==> config.mk <==
export PLATFORM = sky130hd
export DESIGN_NAME = counter_access_ctrl
export DESIGN_NICKNAME = d
export VERILOG_FILES = /design/src/rtl/counter_access_ctrl.sv
export SDC_FILE = /design/constraint.sdc
export NUM_CORES = 1
export LEC_CHECK = 0
export BUFFER_PORTS_ARGS = -buffer_cell sky130_fd_sc_hd__clkbuf_2
export CORE_ASPECT_RATIO = 1.75
export CORE_UTILIZATION = 28
export CTS_BUF_LIST = sky130_fd_sc_hd__clkbuf_4 sky130_fd_sc_hd__clkbuf_8
export DETAILED_ROUTE_END_ITERATION = 8
export GPL_TIMING_DRIVEN = 0
export PLACE_DENSITY = 0.55
export SLEW_MARGIN = 0
export SYNTH_ARGS = -nofsm -noshare
export SYNTH_HDL_FRONTEND = slang
export SYNTH_SLANG_ARGS = --single-unit
==> constraint.sdc <==
create_clock -name clk -period 4.2 [get_ports clk]
set_input_delay 0.84 -clock clk [delete_from_list [all_inputs] [get_ports clk]]
set_output_delay 0.84 -clock clk [all_outputs]
set_load 0.02 [all_outputs]
==> src/rtl/counter_access_ctrl.sv <==
// Per-counter CPU access sequencer for an 8254-style timer: decodes control words,
// assembles byte-wise count writes and serves byte-wise reads from live or latched count.
module counter_access_ctrl #(
    parameter int WIDTH = 16
) (
    input  logic             clk,
    input  logic             reset_n,
    input  logic             cw_wr,
    input  logic [7:0]       cw,
    input  logic             wr,
    input  logic             rd,
    input  logic [7:0]       data_in,
    input  logic [WIDTH-1:0] current_count,
    input  logic             ce_load_ack,
    output logic [WIDTH-1:0] count_reg,
    output logic             count_load,
    output logic [7:0]       data_out,
    output logic             data_valid,
    output logic [1:0]       rw_mode,
    output logic [2:0]       mode,
    output logic             bcd,
    output logic             latched,
    output logic             null_count,
    output logic             programmed
);

    logic [WIDTH-1:0] count_reg_q, count_reg_d;
    logic             count_load_q, count_load_d;
    logic [7:0]       data_out_q, data_out_d;
    logic             data_valid_q, data_valid_d;
    logic [1:0]       rw_mode_q, rw_mode_d;
    logic [2:0]       mode_q, mode_d;
    logic             bcd_q, bcd_d;
    logic             latched_q, latched_d;
    logic             null_count_q, null_count_d;
    logic             programmed_q, programmed_d;
    logic [WIDTH-1:0] snapshot_q, snapshot_d;
    logic             read_ff_q, read_ff_d;
    logic             write_ff_q, write_ff_d;

    logic             is_latch_cmd;
    logic             is_mode_word;
    logic             wr_accept;
    logic             rd_accept;
    logic [WIDTH-1:0] rd_source;
    logic             rd_high;
    logic             rd_last;
    logic             cw_unused;

    assign cw_unused = ^cw[7:6];

    // Request decode: control words outrank data accesses; a simultaneous rd+wr is dropped.
    always_comb begin
        is_latch_cmd = cw_wr && (cw[5:4] == 2'b00);
        is_mode_word = cw_wr && (cw[5:4] != 2'b00);
        wr_accept    = programmed_q && !cw_wr && wr && !rd;
        rd_accept    = programmed_q && !cw_wr && rd && !wr;
        rd_source    = latched_q ? snapshot_q : current_count;
        rd_high      = (rw_mode_q == 2'b10) || ((rw_mode_q == 2'b11) && read_ff_q);
        rd_last      = (rw_mode_q != 2'b11) || read_ff_q;
    end

    always_comb begin
        count_reg_d  = count_reg_q;
        count_load_d = 1'b0;
        data_out_d   = data_out_q;
        data_valid_d = 1'b0;
        rw_mode_d    = rw_mode_q;
        mode_d       = mode_q;
        bcd_d        = bcd_q;
        latched_d    = latched_q;
        null_count_d = null_count_q;
        programmed_d = programmed_q;
        snapshot_d   = snapshot_q;
        read_ff_d    = read_ff_q;
        write_ff_d   = write_ff_q;

        if (ce_load_ack) begin
            null_count_d = 1'b0;
        end

        if (is_latch_cmd) begin
            if (!latched_q) begin
                snapshot_d = current_count;
                latched_d  = 1'b1;
            end
        end else if (is_mode_word) begin
            rw_mode_d    = cw[5:4];
            mode_d       = cw[3:1];
            bcd_d        = cw[0];
            programmed_d = 1'b1;
            read_ff_d    = 1'b0;
            write_ff_d   = 1'b0;
            latched_d    = 1'b0;
            null_count_d = 1'b1;
        end else if (wr_accept) begin
            null_count_d = 1'b1;
            case (rw_mode_q)
                2'b01: begin
                    count_reg_d  = {8'h00, data_in};
                    count_load_d = 1'b1;
                end
                2'b10: begin
                    count_reg_d  = {data_in, 8'h00};
                    count_load_d = 1'b1;
                end
                2'b11: begin
                    if (!write_ff_q) begin
                        count_reg_d[7:0] = data_in;
                        write_ff_d       = 1'b1;
                    end else begin
                        count_reg_d[WIDTH-1:8] = data_in;
                        write_ff_d             = 1'b0;
                        count_load_d           = 1'b1;
                    end
                end
                default: begin
                    count_reg_d = count_reg_q;
                end
            endcase
        end else if (rd_accept) begin
            data_out_d   = rd_high ? rd_source[WIDTH-1:8] : rd_source[7:0];
            data_valid_d = 1'b1;
            if (rw_mode_q == 2'b11) begin
                read_ff_d = !read_ff_q;
            end
            // The latch holds until the last byte of the read sequence has gone out.
            if (rd_last) begin
                latched_d = 1'b0;
            end
        end
    end

    always_ff @(posedge clk or negedge reset_n) begin
        if (!reset_n) begin
            count_reg_q  <= '0;
            count_load_q <= 1'b0;
            data_out_q   <= 8'h00;
            data_valid_q <= 1'b0;
            rw_mode_q    <= 2'b01;
            mode_q       <= 3'b000;
            bcd_q        <= 1'b0;
            latched_q    <= 1'b0;
            null_count_q <= 1'b0;
            programmed_q <= 1'b0;
            snapshot_q   <= '0;
            read_ff_q    <= 1'b0;
            write_ff_q   <= 1'b0;
        end else begin
            count_reg_q  <= count_reg_d;
            count_load_q <= count_load_d;
            data_out_q   <= data_out_d;
            data_valid_q <= data_valid_d;
            rw_mode_q    <= rw_mode_d;
            mode_q       <= mode_d;
            bcd_q        <= bcd_d;
            latched_q    <= latched_d;
            null_count_q <= null_count_d;
            programmed_q <= programmed_d;
            snapshot_q   <= snapshot_d;
            read_ff_q    <= read_ff_d;
            write_ff_q   <= write_ff_d;
        end
    end

    assign count_reg  = count_reg_q;
    assign count_load = count_load_q;
    assign data_out   = data_out_q;
    assign data_valid = data_valid_q;
    assign rw_mode    = rw_mode_q;
    assign mode       = mode_q;
    assign bcd        = bcd_q;
    assign latched    = latched_q;
    assign null_count = null_count_q;
    assign programmed = programmed_q;

endmodule

* Yosys cells after proc, flatten, opt, wreduce, memory -nomap -nowiden
Index checks and enable logic that the tools add are counted.
Word-level totals: register bits 53, input port bits 38, output and inout bits 35
Cells by class: equality and inequality tests 8, mux-type cells 31, bitwise logic cells 3, reductions and logical operators 30
Operators by type and width (count):
- $pmux 16 s3 | 1
- $mux 1 | 25
- $mux 8 | 3
- $mux 16 | 1
- $reduce_and 5->1 | 2
- $reduce_bool 3->1 | 3
- $logic_and 1x1->1 | 8
- $ne 2x2->1 const B | 4
- $reduce_and 4->1 | 2
- $reduce_bool 2->1 | 4
- $reduce_and 3->1 | 2
- $eq 2x2->1 const B | 2
- $logic_not 1->1 | 4
- $ne 3x3->1 const B | 1
- $not 1->1 | 3
- $eq 2x1->1 const B | 1
- $logic_not 2->1 | 1
- $logic_or 1x1->1 | 2
- $pmux 1 s2 | 1
- $reduce_and 2->1 | 1
- $reduce_or 2->1 | 1

* Logic depth before layout (Yosys ltp)
Gate-level depths: netlist of run 1.
depth after elaboration 8, gate-level depth with buffers 8, gate-level depth less buffers 5

* Least setup slack after synthesis of run 1
Ideal clock, no wire load.
path type input port to flip-flop, start input port cw_wr, end register count_reg_q[6] (netlist: count_reg[6]), library setup time 0.118 ns, arrival 2.191 ns, data required time 4.082 ns, setup slack 1.891 ns, cell stages on the path 8, cells stage by stage buf_6 -> nand4bb_4 -> buf_6 -> or2_1 -> buf_6 -> buf_6 -> a221o_1 -> a21o_1
Between the ends: word-level cells in the longest chain between the ends 5, elaborated cells between the ends (all ways) 9, classes of those cells bitwise: 2; reduce/logical: 7
Ends and longest elaborated chain:
- start: declaration | RTL line 8 | input logic cw_wr,
- $logic_not 1->1 | RTL line 56 | wr_accept = programmed_q && !cw_wr && wr && !rd;
- $logic_and 1x1->1 (3 in a row) | RTL line 56
- $reduce_and 5->1 (no source line) (*)
- end signal: assignment | RTL line 150 | count_reg_q <= count_reg_d;
- end: declaration | RTL line 27 | logic [WIDTH-1:0] count_reg_q, count_reg_d;
Mark *: on every way between the ends. The rest lies on a longest branch, timed or not. A chain may end at the register's enable or synchronous reset.

* Worst setup path in the final report of run 1
start register rw_mode_q[0] (netlist: rw_mode[0]), end register data_out_q[0] (netlist: data_out[0])
Between the ends: word-level cells in the longest chain between the ends 4, elaborated cells between the ends (all ways) 5, classes of those cells eq/ne: 2; mux: 1; reduce/logical: 2
Ends and longest elaborated chain:
- start: declaration | RTL line 31 | logic [1:0] rw_mode_q, rw_mode_d;
- start signal: assignment | RTL line 154 | rw_mode_q <= rw_mode_d;
- $eq 2x2->1 | RTL line 59 | rd_high = (rw_mode_q == 2'b10) || ((rw_mode_q == 2'b11) && read_ff_q);
- $logic_and 1x1->1 | RTL line 59
- $logic_or 1x1->1 (*) | RTL line 59
- $mux 8 (*) | RTL line 122 | data_out_d = rd_high ? rd_source[WIDTH-1:8] : rd_source[7:0];
- end signal: assignment | RTL line 152 | data_out_q <= data_out_d;
- end: declaration | RTL line 29 | logic [7:0] data_out_q, data_out_d;
Marks and branches as above.

==> results.md, run 1 <==
- The last weighted congestion value of the routability-driven placer is 0.754.
- The critical path endpoint category is a flop.
- The launching element type of the critical path is a flop.
- The floorplan step defined a core boundary enclosing 8730 um2.
- The first-pass GRT wire length is 9920 um.
- The HPWL after detailed placement is 4390 um.
- The clock network is responsible for 22.3% of the overall power.
- The relative slew slack is 40.8%.
- The cell-internal power is 1020 uW.
- The number of top-level pins is 73.
- TritonCTS built the clock tree.
- The initial standard-cell utilization of the core is 29.1%.
- The deepest level of the CTS H-tree is 2.
- The setup TNS is 0 ns.
- The die outline width is 74.0 um.
- The clock skew is 0.00905 ns.
- In this run, CTS created clock tree buffers numbering 5.
- The clock reaches the later pin of the worst-skew pair after 0.31 ns.
- In this run the clock root is driven by a sky130_fd_sc_hd__clkbuf_8.
- The tree built by TritonCTS fans out to 53 sinks.
- The number of synthesized flops with an enable pin is 0.
- In the global route stage, met1 resource usage came out at 15.3%.
- The fraction of layout cells with a size suffix above 1 is 45.2%.
- The antenna cell count is 0.
- The detailed-route wire length per cell is 15.1 um.
- The logic depth of the worst register-to-register path is 5.
- The deepest clock path buffer count is 2.
- By area, the combinational part of the netlist is dominated by multiplexers.
- After routing the design area is 3140 um2.
- In this run the cell area measured after placement is 3030 um2.
- The static leakage is 0.00142 uW.
- Global routing consumed, on the met3 layer, 3.14% of the routing resources.
- For the worst setup path, the data arrival time is 2.56 ns.
- Summing the areas of all fa, ha and maj instances in the mapped netlist gives 1.48% of the synthesized area.
- The detailed router placed 1876 vias in this run.
- After Yosys synthesis, XOR and XNOR cells account for 0.345% of the synthesized area.
- When the netlist entered floorplanning its net count stood at 237.
- The remaining antenna violation count after routing is 0.
- Once the clock tree was built, the setup fixing pass inserted 0 buffers.
- The vertical extent of the die is 128 um.
- Setup repair after global routing left no endpoint under its margin.
- The Yosys step of the flow raised 0 warnings.
- The highest ir drop seen on vdd is 0.271 mV.
- The initial antenna violation count is 0.
- The number of global-route vias before repair is 1980.
- From synthesis to final layout, the design area changed by 23.6%.
- The power density normalized to cell area is 483 nW/um2.
- The floorplan has 45 rows.
- After synthesis, flip-flops and latches occupy 52.3% of the total area.
- The synthesized netlist devotes 11.6% of its cell area to compound gates.
- The count of buffers added on input and output ports is 69.
- Entering global routing, the biggest net connects 54 pins.
- Registers are responsible for 46.9% of the overall power.
- The synthesized design contains 53 register bits.
- The portion of synthesized area spent on multiplexers is 19.5%.
- The top achievable clock speed is 423 MHz.
- The average cell area after synthesis is 13.0 um2.
- Along the worst path, the maximum fanout reaches 8.
- The cell area that synthesis handed to floorplanning was 2540 um2.
- After the first detailed-routing iteration, the DRC count stood at 100.
- The max-capacitance violation count is 0.
- Yosys mapped the design onto 31 distinct sky130hd cell types.
- The synthesized netlist devotes 11.1% of its cell area to simple gates.
- Setup violations remaining at the end of the flow were counted as 0.
- The period utilization is 56.3%.
- The global routing met2 resource utilization is 24.3%.
- The detailed-route DRC error count is 0.
- Clock-pin slew was measured on the worst setup and hold paths at 0.10 ns.
- The data required time at the worst endpoint is 4.40 ns.
- The die covers 9470 um2.
- Counting I/O delays and the setup requirement, the final critical path takes 2.36 ns.
- The worst hold-check path type is reg2reg.
- The first detailed-routing pass ran for 4 iterations.
- For this run, the leading register cell type out of synthesis is sky130_fd_sc_hd__dfrtp_1.
- The run finished with clean final reports.
- The routed wire length is 5890 um.
- For this run the aggregate overflow at the end of global routing stands at 0.
- Gates resized during post-CTS repair numbered 0.
- The switching component of the power is 496 uW.
- Synthesis handed over a netlist of 196 instances.
- Combinational logic is responsible for 30.8% of the overall power.
- Counting the fill cells in the layout gives 869.
- The number of vias per cell after detailed routing is 4.82.
- The global router's overall resource usage is 13.8%.
- The share of synthesized registers carrying an async set or reset is 100%.
- The number of nets in the layout is 313.
- At the pin with the least slew margin, the transition time is 0.881 ns.
- The critical path is of the reg2reg type.
- The number of max-slew violations in the final report is 0.
- The number of cells on the worst hold path is 2.
- In this run switching power makes up 32.8% of total power.
- The count of final hold-check violations came to 0.
- Buffers inserted to repair hold after CTS numbered 0.
- met2 is the most crowded layer.
## power by group through the flow
stage               logic (uW)  registers (uW)  clock network, uW
floorplan                  208             813                  0
global placement           466             719                  0
detailed placement         474             724                  0
CTS                        474             713                357
global route               507             728                374
finish                     466             710                338
## logic make-up after synthesis
kind of cell / Yosys count
DFF: 53
muxes: 36
AOI/OAI and AO/OA: 38
xor gates and xnor gates: 1
adders and majority gates: 3
buffers and inverters: 15
and+or+nand+nor: 50
## critical path: stages, from the launching register on
cell	delay (ns)
sky130_fd_sc_hd__dfstp_2	0.57
sky130_fd_sc_hd__inv_1	0.06
sky130_fd_sc_hd__ha_1	0.23
sky130_fd_sc_hd__a21oi_1	0.69
sky130_fd_sc_hd__mux4_2	0.42
sky130_fd_sc_hd__mux2_2	0.27
## metrics by stage
step	hold WS [ns]	setup slack, ns	total power (uW)	util, %	std cells
global placement	0.467	1.59	1180	34.7	382
CTS	0.488	1.78	1540	35.9	389
finish	0.486	1.84	1520	35.9	389
floorplan	0.475	1.89	1020	-	196
detailed placement	0.474	1.64	1200	34.7	382
global route	0.524	1.68	1610	35.9	389
## layout make-up
class / count / area, um2 / area share, %
plain buffers: 12 / 80.1 / 2.55
clock buffers: 5 / 68.8 / 2.19
clock inverters: 2 / 35.0 / 1.12
inverters: 3 / 11.3 / 0.359
multi-input cells: 128 / 1120 / 35.7
flip-flops and latches: 53 / 1330 / 42.3
well taps: 117 / 146 / 4.67
repair buffers: 69 / 348 / 11.1
## path summary, 6_finish.rpt
path / end / startpoint / slack [ns]
setup / recovery: data_out[0] / rw_mode[0] / 1.84
hold / removal: rw_mode[0] / rw_mode[0] / 0.49
setup reg to reg: data_out[0] / rw_mode[0] / 1.84
hold reg to reg: rw_mode[0] / rw_mode[0] / 0.49
max in group asynchronous: snapshot_q[8] / reset_n / 3.18
min in group asynchronous: snapshot_q[1] / reset_n / 0.55
## synthesized netlist by cell type (3+ instances only)
cell / n / area, um2
sky130_fd_sc_hd__mux4_2: 8 / 180
sky130_fd_sc_hd__o211ai_1: 9 / 67.6
sky130_fd_sc_hd__inv_1: 3 / 11.3
sky130_fd_sc_hd__nand2_1: 26 / 97.6
sky130_fd_sc_hd__nor4_1: 8 / 50.1
sky130_fd_sc_hd__mux2_2: 28 / 315
sky130_fd_sc_hd__a21o_1: 8 / 60.1
sky130_fd_sc_hd__a22oi_1: 8 / 60.1
sky130_fd_sc_hd__clkbuf_1: 5 / 18.8
sky130_fd_sc_hd__dfrtp_1: 52 / 1300
sky130_fd_sc_hd__a221o_1: 8 / 80.1
sky130_fd_sc_hd__buf_6: 4 / 45.0
sky130_fd_sc_hd__ha_1: 3 / 37.5
sky130_fd_sc_hd__nor2_1: 5 / 18.8
## layer usage
layer	vias up	wire, um
met1	916	2210
met3	8	362
li1	887	-
met2	65	3210
met5	-	0
met4	0	107
## cell usage in the layout, fill, tap and decap left out, drive strengths merged
| cell | netlist | final |
|---|---|---|
| a21o | 8 | 8 |
| a21oi | 1 | 1 |
| a221o | 8 | 8 |
| a22oi | 8 | 8 |
| and2 | 2 | 2 |
| buf | 7 | 8 |
| bufinv | 0 | 1 |
| clkbuf | 5 | 78 |
| clkinv | 0 | 1 |
| dfrtp | 52 | 52 |
| dfstp | 1 | 1 |
| ha | 3 | 3 |
| inv | 3 | 3 |
| mux2 | 28 | 28 |
| mux4 | 8 | 8 |
| nand2 | 26 | 26 |
| nand2b | 2 | 2 |
| nand3 | 1 | 1 |
| nand4bb | 1 | 1 |
| nor2 | 5 | 5 |
| nor4 | 9 | 9 |
| nor4b | 2 | 2 |
| nor4bb | 1 | 1 |
| o211ai | 9 | 9 |
| o21ai | 3 | 3 |
| o31ai | 1 | 1 |
| or2 | 1 | 1 |
| xnor2 | 1 | 1 |
Note: power is estimated with default switching activity, not from simulation.
==> inputs of run 2 (changes only) <==
--- a/config.mk
+++ b/config.mk
@@ -5,13 +5,14 @@
 export SDC_FILE = /design/constraint.sdc
 export NUM_CORES = 1
 export LEC_CHECK = 0
+export ABC_AREA = 1
 export BUFFER_PORTS_ARGS = -buffer_cell sky130_fd_sc_hd__clkbuf_2
 export CORE_ASPECT_RATIO = 1.75
 export CORE_UTILIZATION = 28
 export CTS_BUF_LIST = sky130_fd_sc_hd__clkbuf_4 sky130_fd_sc_hd__clkbuf_8
 export DETAILED_ROUTE_END_ITERATION = 8
 export GPL_TIMING_DRIVEN = 0
-export PLACE_DENSITY = 0.55
+export PLACE_DENSITY = 0.57
 export SLEW_MARGIN = 0
 export SYNTH_ARGS = -nofsm -noshare
 export SYNTH_HDL_FRONTEND = slang
==> constraint.sdc (replaced) <==
create_clock -name clk -period 2.16 [get_ports clk]
set_input_delay 0.432 -clock clk [delete_from_list [all_inputs] [get_ports clk]]
set_output_delay 0.432 -clock clk [all_outputs]
set_load 0.02 [all_outputs]
==> results.md, run 2 <==
- The time the final worst path needs with I/O delays and setup was 1.78 ns (-0.579 ns).
- The number of global-route vias before repair is 2434 (+23%).
- The HPWL after detailed placement is 5410 um (+23%).
- The setup TNS came to 0 ns (unchanged).
- The post-synthesis sequential area ratio is 49.2% (-3.1 points).
- The worst setup path is captured at a flop.
- The first-pass GRT wire length was 11500 um (+16%).
- By count the netlist is led by 151 x sky130_fd_sc_hd__nand2_1, 52 x sky130_fd_sc_hd__dfrtp_1, 43 x sky130_fd_sc_hd__inv_1.
- The number of core rows is 47 (+4.4%).
- The highest ir drop seen on vdd came to 0.337 mV (+24%).
- The sink count of the clock tree came to 53 (unchanged).
- The number of max-slew violations in the final report came to 0 (unchanged).
- The worst slack at placement is 0.414 ns (-1.23 ns).
- The pin count of the biggest net entering global routing is 28 (-48%).
- The total area of sequential cells is 1330 um2 (unchanged).
- In this run the critical register-to-register path is launched from rw_mode[0].
- The overall power came to 2860 uW (+89%).
- TritonCTS built the clock tree.
- The remaining antenna violation count after routing is 0 (unchanged).
- The number of storage elements in the synthesis netlist is 53 (unchanged).
- The critical path is of the reg2reg type.
- The tightest hold margin was 0.145 ns (-0.341 ns).
- The worst reg2reg path endpoint is data_out[1].
- The total core area is 9410 um2 (+7.8%).
- The later-pin clock latency in the skew report came to 0.32 ns (about the same).
- The top achievable clock speed was 560 MHz (+32%).
- The number of synthesized flops with an enable pin is 0 (unchanged).
- The number of warning messages in the yosys log came to 0 (unchanged).
- The die outline width is 76.2 um (+3.0%).
- Among all flip-flop cells after synthesis, the most frequent one is sky130_fd_sc_hd__dfrtp_1.
- The data required time at the worst endpoint is 2.36 ns (-2.04 ns).
- The clock skew is 0.0126 ns (+0.00357 ns).
- The die outline area was 10000 um2 (+6.1%).
- The adder and majority gate portion of the synthesized area is 1.39% (-0.086 points).
- The final reports fail on DRC.
- The max-capacitance violation count came to 0 (unchanged).
- The number of post-CTS setup repair buffers was 0 (unchanged).
- The multiplexer fraction of the synthesized cell area was 0% (-20 points).
- The filler-free cell count of the finished design is 551 (+42%).
- The number of cells in the design after placement was 543 (+42%).
- The vertical extent of the die was 132 um (+3.0%).
- The maximum fanout count along the critical path came to 9 (+1).
- The antenna cell count is 0 (unchanged).
- The global router's overall resource usage is 14.7% (+0.94 points).
- The min-delay analysis places its worst path in the category in2async.
- The initial antenna violation count is 0 (unchanged).
- The xor/xnor cell area share of the yosys netlist is 0% (-0.34 points).
- The run finished, with violations left.
- Setup repair after global routing left no endpoint under its margin.
- The relative slew slack is 52.9% (+12 points).
- After synthesis, the largest family of logic cells by area is simple AND/OR/NAND/NOR gates.
- The fraction of layout cells with a size suffix above 1 is 26.8% (-18 points).
- The share of synthesized registers carrying an async set or reset is 100% (unchanged).
- By area the synthesized netlist is led by sky130_fd_sc_hd__dfrtp_1 48%, sky130_fd_sc_hd__nand2_1 21%, sky130_fd_sc_hd__inv_1 6.0%, sky130_fd_sc_hd__o21ai_2 4.5%, sky130_fd_sc_hd__nand3_1 3.9%.
- The top cell type by total area after synthesis is sky130_fd_sc_hd__dfrtp_1.
- The count of final hold-check violations is 0 (unchanged).
- The detailed-route wire length per cell is 12.5 um (-17%).
- The count of buffers inserted at the top-level ports is 70 (+1.4%).
- The total number of vias is 2361 (+26%).
- The clock tree root buffer cell is sky130_fd_sc_hd__clkbuf_8.
- The clock buffer count from CTS is 5 (unchanged).
- The routed wire length is 6910 um (+17%).
- The post-cts resize count was 0 (unchanged).
- The number of detailed-routing iterations run before antenna repair is 8 (+4).
- The launching element type of the critical path is a flop.
- The DRC marker count from the first detailed-route iteration came to 66 (-34%).
- The number of nets in the layout came to 469 (+50%).
- The worst-case register-to-register setup slack is 0.38 ns (-1.46 ns).
- The area used by multi-input combinational logic came to 1110 um2 (-1.1%).
- The portion of synthesized cell area occupied by the leading cell type is 48.3% (-3.0 points).
- The net count after synthesis was 391 (+65%).
- The number of top-level pins is 73 (unchanged).
- The post-synthesis instance area is 2700 um2 (+6.2%).
- The remaining global-route overflow came to 0 (unchanged).
- The static leakage came to 0.00192 uW (+35%).
- In the layout the commonest cells are 151 x sky130_fd_sc_hd__nand2_1, 70 x sky130_fd_sc_hd__clkbuf_2, 52 x sky130_fd_sc_hd__dfrtp_1.
- The logic depth of the worst register-to-register path is 8 (+3).
- The slew of the pin with the lowest slew margin is 0.706 ns (-0.175 ns).
- The fraction of the mapped netlist area in compound gates came to 8.17% (-3.5 points).
- The number of vias per cell after detailed routing is 4.28 (-11%).
- The worst path arrival time is 1.98 ns (-0.58 ns).
- The detailed-route DRC error count is 2 (+2).
- Leaving out fill and tap cells, the most frequent cell in the layout is sky130_fd_sc_hd__nand2_1.
- The worst setup margin is 0.376 ns (-1.46 ns).
- Relative to the synthesized area, the layout overhead comes to 24.5%.
- The period utilization is 82.6% (+26 points).
- The simple-gate share of the synthesized area is 31.5% (+20 points).
- The count of fill cells added during filler insertion is 1021 (+17%).
- The deepest level of the CTS H-tree is 2 (unchanged).
- The deepest clock path buffer count is 2 (unchanged).
- The gate count of the mapped netlist came to 350 (+79%).
- The initial standard-cell utilization of the core is 28.7% (-0.43 points).
- The power density normalized to cell area is 853 nW/um2 (+77%).
- The last weighted congestion value of the routability-driven placer is 0.766 (+1.7%).
- The number of hold buffers added after cts is 0 (unchanged).
- The average cell area after synthesis is 7.70 um2 (-41%).
- The distinct cell type count of the synthesized netlist came to 24 (-23%).
- The cell with the most instances after synthesis is sky130_fd_sc_hd__nand2_1.
- The clock transition at the register clock pins on the worst setup and hold paths after CTS was 0.10 ns (about the same).
- The number of failing setup endpoints in the final timing report is 0 (unchanged).
==> run 2: critical path: stages (launching register included) <==
cell                      delay, ns
sky130_fd_sc_hd__dfstp_2       0.57
sky130_fd_sc_hd__inv_1         0.06
sky130_fd_sc_hd__ha_1          0.21
sky130_fd_sc_hd__inv_1         0.09
sky130_fd_sc_hd__nand2_2       0.14
sky130_fd_sc_hd__inv_1         0.27
sky130_fd_sc_hd__nand2_1       0.09
sky130_fd_sc_hd__nand3_1       0.15
sky130_fd_sc_hd__nand2_1       0.08
==> run 2: how the worst max path moves through the flow <==
stage | depth (start not counted) | from | slack, ns | end
floorplan | 7 | rw_mode[0] | 0.65 | count_reg[10]
global placement | 8 | rw_mode[0] | 0.44 | data_out[2]
detailed placement | 8 | rw_mode[0] | 0.41 | data_out[1]
CTS | 8 | rw_mode[0] | 0.39 | data_out[1]
global route | 8 | rw_mode[0] | 0.24 | data_out[1]
finish | 8 | rw_mode[0] | 0.38 | data_out[1]
==> run 2: layer usage <==
metal / routed length [um] / track usage [%]
met1: 2560 / 13.7
met2: 3980 / 30.2
met3: 199 / 2.42
met4: 176 / 6.73
met5: 0 / 0
==> run 2: final cells by class <==
cell class | instances | area share (%)
multi-input cells | 241 | 33.0
flip-flops and latches | 53 | 39.5
clock buffers | 5 | 2.05
inverters | 46 | 5.14
well taps | 122 | 4.55
clock inverters | 3 | 2.05
repair buffers | 71 | 11.0
plain buffers | 10 | 2.65
==> run 2: cell families (layout without fill, tap and decap cells) <==
kind of cell | after synthesis | after routing
flops | 53 | 53
compound gates | 33 | 33
fa+ha+maj | 3 | 3
simple gates | 205 | 205
buf+inv | 56 | 135
==> run 2: through the flow <==
step	cell area [um2]	utilization, %
after floorplan	2700	-
after global placement	3200	34.0
after detailed placement	3220	34.2
after CTS	3360	35.7
after global routing	3360	35.7
final	3360	35.7
==> run 2: where the power goes <==
part / leakage, uW / internal (uW) / switching (uW)
registers: 0.000669 / 1170 / 102
logic: 0.00118 / 265 / 507
clock network: 0.0000687 / 466 / 352
total: 0.00192 / 1900 / 960
